### src/rtl/sqrt_pkg.sv
// sqrt_pkg: shared widths, FSM state type and default timeout for the sqrt request master.
package sqrt_pkg;
  localparam int SQRT_IN_W = 32;
  localparam int SQRT_OUT_W = 64;
  localparam int SQRT_TIMEOUT_DEFAULT = 1023;
  typedef enum logic [1:0] {IDLE, ISSUE, WAIT_DONE, RELEASE} sqrt_master_state_t;
endpackage

### src/rtl/sqrt_req_fifo.sv
// sqrt_req_fifo: DEPTH x 32 synchronous operand FIFO with full/empty/count.
module sqrt_req_fifo
  import sqrt_pkg::*;
#(
  parameter int DEPTH = 4
) (
  input  logic                   clk,
  input  logic                   rstn,
  input  logic                   push,
  input  logic                   pop,
  input  logic [SQRT_IN_W-1:0]   wdata,
  output logic [SQRT_IN_W-1:0]   rdata,
  output logic                   full,
  output logic                   empty,
  output logic [$clog2(DEPTH):0] count
);
  localparam int AW = $clog2(DEPTH);
  logic [SQRT_IN_W-1:0] mem [DEPTH];
  logic [AW-1:0] wptr, rptr;
  logic do_push, do_pop;
  assign do_push = push && !full;
  assign do_pop = pop && !empty;
  assign full = count == (AW+1)'(DEPTH);
  assign empty = count == '0;
  assign rdata = mem[rptr];
  always_ff @(posedge clk or negedge rstn)
    if (!rstn) begin
      wptr <= '0;
      rptr <= '0;
      count <= '0;
    end else begin
      if (do_push) wptr <= wptr + 1'b1;
      if (do_pop) rptr <= rptr + 1'b1;
      count <= count + (AW+1)'(do_push) - (AW+1)'(do_pop);
    end
  // storage carries no reset; occupancy alone defines validity
  always_ff @(posedge clk)
    if (do_push) mem[wptr] <= wdata;
endmodule

### src/rtl/sqrt_request_master.sv
// sqrt_request_master: buffers operands and drives the sqrt engine START/DONE/AVAILABLE handshake.
// Optional abort timer enabled by defining SQRT_MASTER_TIMEOUT_EN.
module sqrt_request_master
  import sqrt_pkg::*;
#(
  parameter int DEPTH = 4,
  parameter int TIMEOUT_CYCLES = SQRT_TIMEOUT_DEFAULT
) (
  input  logic                  clk,
  input  logic                  rstn,
  input  logic                  op_valid,
  output logic                  op_ready,
  input  logic [SQRT_IN_W-1:0]  op_data,
  output logic                  res_valid,
  input  logic                  res_ready,
  output logic [SQRT_OUT_W-1:0] res_data,
  output logic [SQRT_IN_W-1:0]  eng_in,
  output logic                  eng_start,
  input  logic                  eng_available,
  input  logic                  eng_done,
  input  logic [SQRT_OUT_W-1:0] eng_out,
  output logic                  busy,
  output logic                  err_timeout
);
  sqrt_master_state_t state, nxt;
  logic [SQRT_IN_W-1:0] fifo_rdata;
  logic fifo_full, fifo_empty, pop, capture, abort;
  logic [$clog2(DEPTH):0] fifo_count;
  if (DEPTH < 2 || (DEPTH & (DEPTH - 1)) != 0 || TIMEOUT_CYCLES < 1) begin : g_bad_cfg
    $error("sqrt_request_master: invalid DEPTH or TIMEOUT_CYCLES");
  end
  sqrt_req_fifo #(.DEPTH(DEPTH)) u_fifo (
    .clk(clk), .rstn(rstn), .push(op_valid), .pop(pop), .wdata(op_data),
    .rdata(fifo_rdata), .full(fifo_full), .empty(fifo_empty), .count(fifo_count)
  );
  assign op_ready = !fifo_full;
  assign busy = state != IDLE || fifo_count != '0 || res_valid;
  assign pop = state == IDLE && !fifo_empty && eng_available && !eng_done;
  assign capture = state == WAIT_DONE && eng_done && (!res_valid || res_ready);
`ifdef SQRT_MASTER_TIMEOUT_EN
  localparam int TW = $clog2(TIMEOUT_CYCLES + 1) > 11 ? $clog2(TIMEOUT_CYCLES + 1) : 11;
  logic [TW-1:0] tmo_cnt;
  logic in_flight;
  assign in_flight = state == ISSUE || state == WAIT_DONE;
  // the cycle on which the count reads TIMEOUT_CYCLES-1 is the TIMEOUT_CYCLES-th in flight
  assign abort = in_flight && !capture && tmo_cnt == TW'(TIMEOUT_CYCLES - 1);
  always_ff @(posedge clk or negedge rstn)
    if (!rstn) begin
      tmo_cnt <= '0;
      err_timeout <= 1'b0;
    end else begin
      tmo_cnt <= pop ? '0 : in_flight ? tmo_cnt + 1'b1 : tmo_cnt;
      err_timeout <= err_timeout || abort;
    end
`else
  assign abort = 1'b0;
  assign err_timeout = 1'b0;
`endif
  always_ff @(posedge clk or negedge rstn)
    if (!rstn) state <= IDLE;
    else state <= nxt;
  always_comb begin
    nxt = state;
    case (state)
      IDLE:      nxt = pop ? ISSUE : IDLE;
      ISSUE:     nxt = abort ? RELEASE : !eng_available ? WAIT_DONE : ISSUE;
      WAIT_DONE: nxt = (capture || abort) ? RELEASE : WAIT_DONE;
      default:   nxt = (!eng_done && eng_available) ? IDLE : RELEASE;
    endcase
  end
  always_ff @(posedge clk or negedge rstn)
    if (!rstn) begin
      eng_in <= '0;
      eng_start <= 1'b0;
      res_valid <= 1'b0;
      res_data <= '0;
    end else begin
      if (pop) eng_in <= fifo_rdata;
      eng_start <= pop ? 1'b1 : (capture || abort) ? 1'b0 : eng_start;
      if (capture) res_data <= eng_out;
      res_valid <= capture ? 1'b1 : res_ready ? 1'b0 : res_valid;
    end
endmodule

### config.mk
export PLATFORM = sky130hd
export DESIGN_NAME = sqrt_request_master
export DESIGN_NICKNAME = d
export VERILOG_FILES = /design/src/rtl/sqrt_pkg.sv /design/src/rtl/sqrt_req_fifo.sv /design/src/rtl/sqrt_request_master.sv
export SDC_FILE = /design/constraint.sdc
export NUM_CORES = 1
export LEC_CHECK = 0
export ABC_AREA = 0
export BUFFER_PORTS_ARGS = -buffer_cell sky130_fd_sc_hd__buf_2
export CAP_MARGIN = 20
export CORE_ASPECT_RATIO = 0.7
export CORE_MARGIN = 2
export CORE_UTILIZATION = 54
export DETAILED_ROUTE_END_ITERATION = 10
export PLACE_DENSITY = 0.8
export SLEW_MARGIN = 40
export SYNTH_ARGS = -nofsm -noshare
export SYNTH_HDL_FRONTEND = slang
export SYNTH_SLANG_ARGS = --single-unit
### constraint.sdc
create_clock -name clk -period 7.45 [get_ports clk]
set_input_delay 0 -clock clk [delete_from_list [all_inputs] [get_ports clk]]
set_output_delay 0 -clock clk [all_outputs]
set_load 0.005 [all_outputs]
==> parameters.txt, run 1 <==
Parameter                              Value

Run status
  Result of the run ... complete, no violations

Critical path
  Capture point of the worst reg-to-reg path ... u_fifo.count[2]
  Startpoint of the worst-slack reg-to-reg timing path ... u_fifo.count[0]
  Critical path startpoint category ... flip-flop
  Endpoint required time on the critical path ... 7.87 ns
  Path depth of the worst reg2reg path ... 8
  Launching instance or port of the critical path ... u_fifo.count[0]
  Worst setup path endpoint ... u_fifo.count[2]
  Endpoint arrival time on the critical path ... 3.04 ns
  Critical path fanouts, max ... 35
  Register-to-register setup slack ... approximately 4.8 ns
  Type of element capturing the critical path ... flip-flop
  WS Path Type ... flip-flop to flip-flop

Flow run
  Maximum Capacitance Violations ... 0

Detailed routing
  DRC Markers ... 0
  Initial DRC count ... 269
  Number of vias in the routed layout ... about 5,000
  DRT Wirelength ... ~19,000 um
  Per-cell routed wire length ... 19.0 um
  Antenna viol nets, final ... 0
  Mean number of vias per cell ... 5.10
  Iteration count of the initial detailed-routing pass ... 4

Finish
  Post-route non-filler standard cell count ... 980
  Final-stage net count ... 848
  Fraction of final layout cells sized beyond drive strength 1 ... 49.9%
  Antenna Cells ... 0
  Share of the core filled with cells ... 72.5%
  Multi-input gate area ... 0.00223 mm2
  Fin area ... 0.0118 mm2
  Growth of design area from synthesis to finish ... 32.2%
  Area used by sequential logic in the layout ... roughly 0.0065 mm2
  Final-layout fill cell count ... 1,006

Synth
  Async SR Flop Fraction ... 45.5%
  Biggest area contributors in the synthesized netlist ... edfxtp_1 43%, dfrtp_1 30%, mux2_2 8.8%, mux4_2 8.1%, mux2_4 4.5%
  Yosys Warn Count ... 0
  Post-synth top flop ... edfxtp_1
  Most instantiated cells after synthesis ... 128 x edfxtp_1, 107 x dfrtp_1, 70 x mux2_2
  Average instance area after synthesis ... approximately 21 um2
  Seq/Total Area, Yosys ... 73.2%
  Leading cell type by number of instances after synthesis ... edfxtp_1
  Count of state elements after synthesis ... 235
  Largest area contributor in the synthesized netlist ... edfxtp_1
  Proportion of netlist area held by the largest area contributor ... 43.1%
  Number of unique standard cell types used by synthesis ... 33
  Syn Nets ... 537
  Cell area after technology mapping ... 0.00891 mm2
  Number of flops mapped to enable cells by yosys ... 128
  Post-Synthesis Cells ... between 400 and 500

CTS
  Number of buffers inserted during clock tree synthesis ... 22
  Maximum number of buffers from clock root to sink ... 3
  Sink count of the clock tree ... 235
  H-tree depth reported by CTS ... 1
  Number of buffers inserted by post-CTS setup repair ... 0
  Clock latency on the worst-skew pair ... 0.50 ns
  Clock slew seen by the registers of the worst setup and hold paths ... around 0.060 ns
  Root buffer selected by CTS ... clkbuf_16
  TritonCTS clock tree ... done

Timing
  Worst hold-check slack ... around 0.0035 ns
  Final Setup Violations ... 0
  Period Utilization, post-route ... 35.1%
  Peak Freq ... about 0.38 GHz
  Number of failing hold endpoints at the final stage ... 0
  Worst slew margin relative to its limit ... a little under half
  Worst-case clock skew ... 0.00764 ns
  Worst Max-Slew Pin Slew ... 0.790 ns
  RSZ-0062 raised after global routing ... no
  PnR worst setup slack ... between 4 and 5 ns
  Minimum period implied by the final worst setup slack ... 2.62 ns
  Total count of max-transition violations in the final report ... 0
  Final setup TNS ... 0 ns

Floorplan
  Number of cell rows ... 39
  Vertical die dimension ... 111 um
  Floorplan die area ... 0.0176 mm2
  Starting Density ... 54.9%
  Placeable core area ... approximately 0.016 mm2
  Die extent in x ... 158 um
  Count of pins on the block boundary ... 203

Placed design
  Worst slack, placed ... 4.84 ns
  Detailed Place HPWL ... roughly 11,000 um
  Port-buffer cells ... 201
  Final weighted congestion in routability-driven placement ... 0.727
  Post-place instance area ... 0.0101 mm2
  Placed cells ... between 800 and 900

Power and ir drop
  Leak pwr ... between 4 and 5 nW
  PD cells ... approximately 370 mW/mm2
  Total power of the final layout ... 4.36 mW
  Peak VDD IR ... 248 uV

Global routing
  Pin count of the biggest net entering global routing ... 75
  Via count of the first global-routing pass ... roughly 5,500
  Total congestion overflow ... 0
  First-pass GRT wire length ... 28,900 um
  Antenna violations before repair ... 0
  All-layer global routing usage ... 21.5%

Worst hold path
  Class of the most critical hold timing path ... input port to async pin
## critical path: stages, from the launching register on
cell,delay (ns)
dfrtp_1,0.39
or3_4,0.41
and3_4,0.40
ha_1,0.38
inv_1,0.05
ha_1,0.20
fa_1,0.39
xnor2_1,0.18
xnor2_1,0.14
## worst min path at each step
| stage | start | slack [ns] | endpoint | depth (start not counted) |
|---|---|---|---|---|
| after floorplan | rstn | -0.30 | eng_in[0] | 0 |
| after global placement | rstn | -0.002 | eng_in[14] | 1 |
| after detailed placement | rstn | 0.01 | eng_in[14] | 1 |
| after CTS | rstn | 0.02 | eng_in[14] | 2 |
| after global routing | rstn | 0.07 | eng_in[14] | 2 |
| final | rstn | 0.004 | eng_in[14] | 2 |
## sequential cells by signal, indices dropped and copies added (netlist names)
| name | flops |
|---|---|
| eng_in | 32 |
| eng_start | 1 |
| res_data | 64 |
| res_valid | 1 |
| state | 2 |
| u_fifo.count | 3 |
| u_fifo.mem | 128 |
| u_fifo.rptr | 2 |
| u_fifo.wptr | 2 |
## cell families after synthesis
group / after synthesis / share of synthesized area (%)
AND/OR/NAND/NOR: 16 / 1.19
XOR/XNOR: 5 / 0.491
adder cells (fa/ha/maj): 7 / 1.07
flip-flops: 235 / 73.2
AO/OA/AOI/OAI: 7 / 0.533
buffers and inverters: 28 / 2.04
other: 1 / 0.0421
multiplexers: 129 / 21.5
## per-layer routing
| layer | part of all wire [%] | track usage, % | vias to the layer above |
|---|---|---|---|
| met3 | 4.6 | 4.36 | 47 |
| met4 | 3.1 | 6.97 | 0 |
| li1 | - | - | 2253 |
| met2 | 51 | 37.2 | 142 |
| met1 | 41 | 27.5 | 2552 |
| met5 | 0 | 0 | - |
## report_power, final
group          switching [mW]  internal, mW
clock network           0.461         0.564
registers               0.264          1.83
logic                   0.500         0.745
total                    1.22          3.13
## final cells by class
class / count / share of cell area [%]
clock buffer: 27 / 5.01
clock inverter: 13 / 0.541
sequential: 235 / 55.4
tap: 225 / 2.39
inverter: 8 / 0.255
multi-input combinational: 165 / 18.9
timing repair buffer: 307 / 17.5
## cell usage in the layout (no fill, tap or decap), drive strengths merged
master         n
a21boi         1
a21oi          1
a221oi         1
a2bb2oi        1
and2           4
and2b          1
and3           1
buf          204
clkbuf        27
clkinv        12
clkinvlp       1
conb           1
dfrtp        107
dlygate4sd3  103
edfxtp       128
fa             1
ha             6
inv            8
mux2          97
mux4          32
nand2          2
nand2b         1
nand3b         1
nand4          1
nor2           2
nor2b          1
o21ai          2
o21bai         1
or3            1
or4            1
xnor2          4
xor2           1
## repair_timing
| action | CTS | global route |
|---|---|---|
| resized for setup | 0 | 0 |
| endpoints found under the hold margin | 230 | 0 |
| hold buffers | 103 | 0 |
(Power assumes the default switching activity.)
==> run 2, diff against run 1 <==
--- a/config.mk
+++ b/config.mk
@@ -10,9 +10,9 @@
 export CAP_MARGIN = 20
 export CORE_ASPECT_RATIO = 0.7
 export CORE_MARGIN = 2
-export CORE_UTILIZATION = 54
+export CORE_UTILIZATION = 48
 export DETAILED_ROUTE_END_ITERATION = 10
-export PLACE_DENSITY = 0.8
+export PLACE_DENSITY = 0.75
 export SLEW_MARGIN = 40
 export SYNTH_ARGS = -nofsm -noshare
 export SYNTH_HDL_FRONTEND = slang
==> constraint.sdc (replaced) <==
create_clock -name clk -period 2.4 [get_ports clk]
set_input_delay 0 -clock clk [delete_from_list [all_inputs] [get_ports clk]]
set_output_delay 0 -clock clk [all_outputs]
set_load 0.005 [all_outputs]
==> run 2 against run 1 <==
Non-clock buffer count is 12 higher. Flip-flop and latch count stayed put. Die area is 12% higher. The flow now finishes with violations (hold timing). Combinational power grew to 3.4 times the previous value. Clock skew hardly changed. Hold slack worse by 0.0044 ns. Design area is 2.5% higher. Sequential share of layout area is 1.3 points lower. First-iteration DRC count is 33% higher. Cell count is 2.6% higher.
==> parameters.txt, run 2 (same netlist as run 1, synthesis figures left out) <==
Parameter                              Value

Run status
  Result of the run ... finished with violations (was complete, no violations)
  Violations in the final reports ... hold timing

Finish
  Growth of design area from synthesis to finish ... 35.5% (was 32.2%)
  Register with the most flip-flops ... u_fifo.mem (unchanged)
  Commonest non-fill, non-tap cell in the layout ... buf_2 (unchanged)
  Number of flip-flops in the largest register ... 128 (unchanged)
  Top library cells by usage in the layout, fill and taps aside ... 200 x buf_2, 128 x edfxtp_1, 105 x dfrtp_1, 102 x dlygate4sd3_1, 70 x mux2_2 (was 200 x buf_2, 128 x edfxtp_1, 105 x dfrtp_1, 103 x dlygate4sd3_1, 70 x mux2_2)
  Final-stage net count ... 861 (was 848)
  Fraction of final layout cells sized beyond drive strength 1 ... 51.8% (was 49.9%)
  Post-route non-filler standard cell count ... 1,005 (was 980)
  Final-layout fill cell count ... 1,166 (was 1,006)
  Antenna Cells ... 0 (unchanged)
  Registers with the most flip-flops ... u_fifo.mem: 128 flops, res_data: 64 flops, eng_in: 32 flops (unchanged)
  Fin area ... 0.0121 mm2 (was 0.0118 mm2)

Critical path
  Critical path fanouts, max ... 4 (was 35)
  Endpoint arrival time on the critical path ... 2.59 ns (was 3.04 ns)
  Path depth of the worst reg2reg path ... 8 (unchanged)
  WS Path Type ... flip-flop to flip-flop (unchanged)
  Endpoint required time on the critical path ... 2.79 ns (was 7.87 ns)
  Critical path startpoint category ... flip-flop (unchanged)
  Type of element capturing the critical path ... flip-flop (unchanged)

Timing
  Number of failing hold endpoints at the final stage ... 1 (was 0)
  Total count of max-transition violations in the final report ... 0 (unchanged)
  Minimum period implied by the final worst setup slack ... 2.20 ns (was 2.62 ns)
  Final setup TNS ... 0 ns (unchanged)
  Worst Max-Slew Pin Slew ... 0.682 ns (was 0.790 ns)
  RSZ-0062 raised after global routing ... no (unchanged)
  Worst hold-check slack ... -0.000925 ns (was 0.00352 ns)
  Worst slew margin relative to its limit ... 54.5% (was 47.3%)
  Final Setup Violations ... 0 (unchanged)
  Period Utilization, post-route ... 91.8% (was 35.1%)
  Worst-case clock skew ... 0.00774 ns (was 0.00764 ns)
  Peak Freq ... 0.454 GHz (was 0.382 GHz)

Power and ir drop
  Switching power summed over all nets ... 3.93 mW (was 1.22 mW)
  Clock Power Share ... 25.6% (was 23.5%)
  PD cells ... 1180 mW/mm2 (was 370 mW/mm2)
  Fraction of power spent switching nets ... 27.7% (was 28.1%)
  Logic pwr share ... 29.7% (was 28.6%)
  Int Pwr ... 10.3 mW (was 3.13 mW)
  Sequential group share of total power ... 44.7% (was 47.9%)
  Leak pwr ... 4.99 nW (was 4.86 nW)
  Peak VDD IR ... 700 uV (was 248 uV)

Detailed routing
  Number of vias in the routed layout ... 5,076 (was 4,994)
  Mean number of vias per cell ... 5.05 (was 5.10)
  Iteration count of the initial detailed-routing pass ... 4 (unchanged)
  Initial DRC count ... 358 (was 269)
  DRC Markers ... 0 (unchanged)
  Per-cell routed wire length ... 19.0 um (about the same)
  Antenna viol nets, final ... 0 (unchanged)
  DRT Wirelength ... 19,100 um (was 18,700 um)

CTS
  Clock slew seen by the registers of the worst setup and hold paths ... 0.07 ns (was 0.06 ns)
  Number of buffers inserted by post-CTS setup repair ... 0 (unchanged)
  Number of hold buffers added after CTS ... 102 (was 103)
  Number of buffers inserted during clock tree synthesis ... 23 (was 22)
  Clock latency on the worst-skew pair ... 0.50 ns (about the same)
  Root buffer selected by CTS ... clkbuf_16 (unchanged)
  Post-CTS Resized ... 0 (unchanged)
  Maximum number of buffers from clock root to sink ... 3 (unchanged)
  H-tree depth reported by CTS ... 1 (unchanged)
  TritonCTS clock tree ... done (unchanged)
  Sink count of the clock tree ... 235 (unchanged)

Flow run
  Maximum Capacitance Violations ... 0 (unchanged)

Global routing
  Antenna violations before repair ... 1 (was 0)
  Pin count of the biggest net entering global routing ... 76 (was 75)
  Via count of the first global-routing pass ... 5,604 (was 5,468)
  Total congestion overflow ... 0 (unchanged)
  First-pass GRT wire length ... 30,300 um (was 28,900 um)
  All-layer global routing usage ... 19.5% (was 21.5%)

Floorplan
  Die extent in x ... 167 um (was 158 um)
  Number of cell rows ... 41 (was 39)
  Placeable core area ... 0.0181 mm2 (was 0.0162 mm2)
  Count of pins on the block boundary ... 203 (unchanged)
  Vertical die dimension ... 118 um (was 111 um)
  Starting Density ... 49.2% (was 54.9%)
  Floorplan die area ... 0.0197 mm2 (was 0.0176 mm2)

Placed design
  Port-buffer cells ... 201 (unchanged)
  Placed cells ... 861 (was 837)
  Final weighted congestion in routability-driven placement ... 0.716 (was 0.727)
  Detailed Place HPWL ... 11,600 um (was 10,800 um)
  Post-place instance area ... 0.0103 mm2 (was 0.0101 mm2)

Worst hold path
  Class of the most critical hold timing path ... input port to async pin (unchanged)
-- run 2: cell types whose count changed in the layout (fill, tap and decap cells not counted), moves of 2 or more --
cell and change:
and2_2 +4, and2_4 -4, buf_12 +4, buf_4 +10
bufinv_16 +3, clkbuf_8 +2, clkinv_2 -5, ha_1 -2
ha_4 +2, inv_6 +2
-- run 2: area by class of cell --
cell class	instances	area, um2	area share, %
clock buffer	28	614	5.09
clock inverter	14	154	1.27
inverter	8	30.0	0.249
multi-input combinational	165	2260	18.7
sequential	235	6520	54.0
tap	236	295	2.45
timing repair buffer	319	2200	18.2
-- run 2: final timing paths --
kind / startpoint / to / slack, ns
max: u_fifo.count[1] / u_fifo.count[2] / 0.20
min: rstn / eng_in[31] / -0.0009
max reg2reg: u_fifo.count[1] / u_fifo.count[2] / 0.20
min in group clk: op_valid / u_fifo.wptr[0] / 0.09
min reg2reg: res_data[48] / res_data[48] / 0.50
max in group asynchronous: rstn / res_data[17] / 1.64
-- run 2: metrics by stage --
step           utilization (%)  setup slack, ns  total power, mW
6_report                  66.7            0.197             14.2
5_1_grt                   66.7           0.0991             14.9
4_1_cts                   66.7            0.186             14.3
3_5_place_dp              56.8            0.197             10.5
3_3_place_gp              56.8            0.256             10.3
2_1_floorplan                -           0.0121             8.73
-- run 2: critical path, cell delays in order, from the launching register on --
cell and delay (ns):
dfrtp_1 0.40, or3_4 0.41, and3_4 0.20, ha_4 0.25
inv_2 0.04, ha_4 0.15, fa_2 0.37, xnor2_2 0.15
xnor2_1 0.13
-- run 2: power by group through the flow --
stage                     Clock, mW  Combinational, mW  Sequential, mW
final                          3.64               4.21            6.34
after global routing           3.90               4.55            6.49
after CTS                      3.71               4.24            6.33
after detailed placement          0               4.08            6.40
after global placement            0               3.96            6.31
after floorplan                   0               2.43            6.31
-- run 2: layer usage --
metal | global-route usage (%) | share of wire, % | routed length (um)
met5 | 0 | 0.068 | 13
met3 | 3.97 | 4.8 | 922
met1 | 24.8 | 41 | 7810
met4 | 6.20 | 2.5 | 474
met2 | 34.0 | 52 | 9860
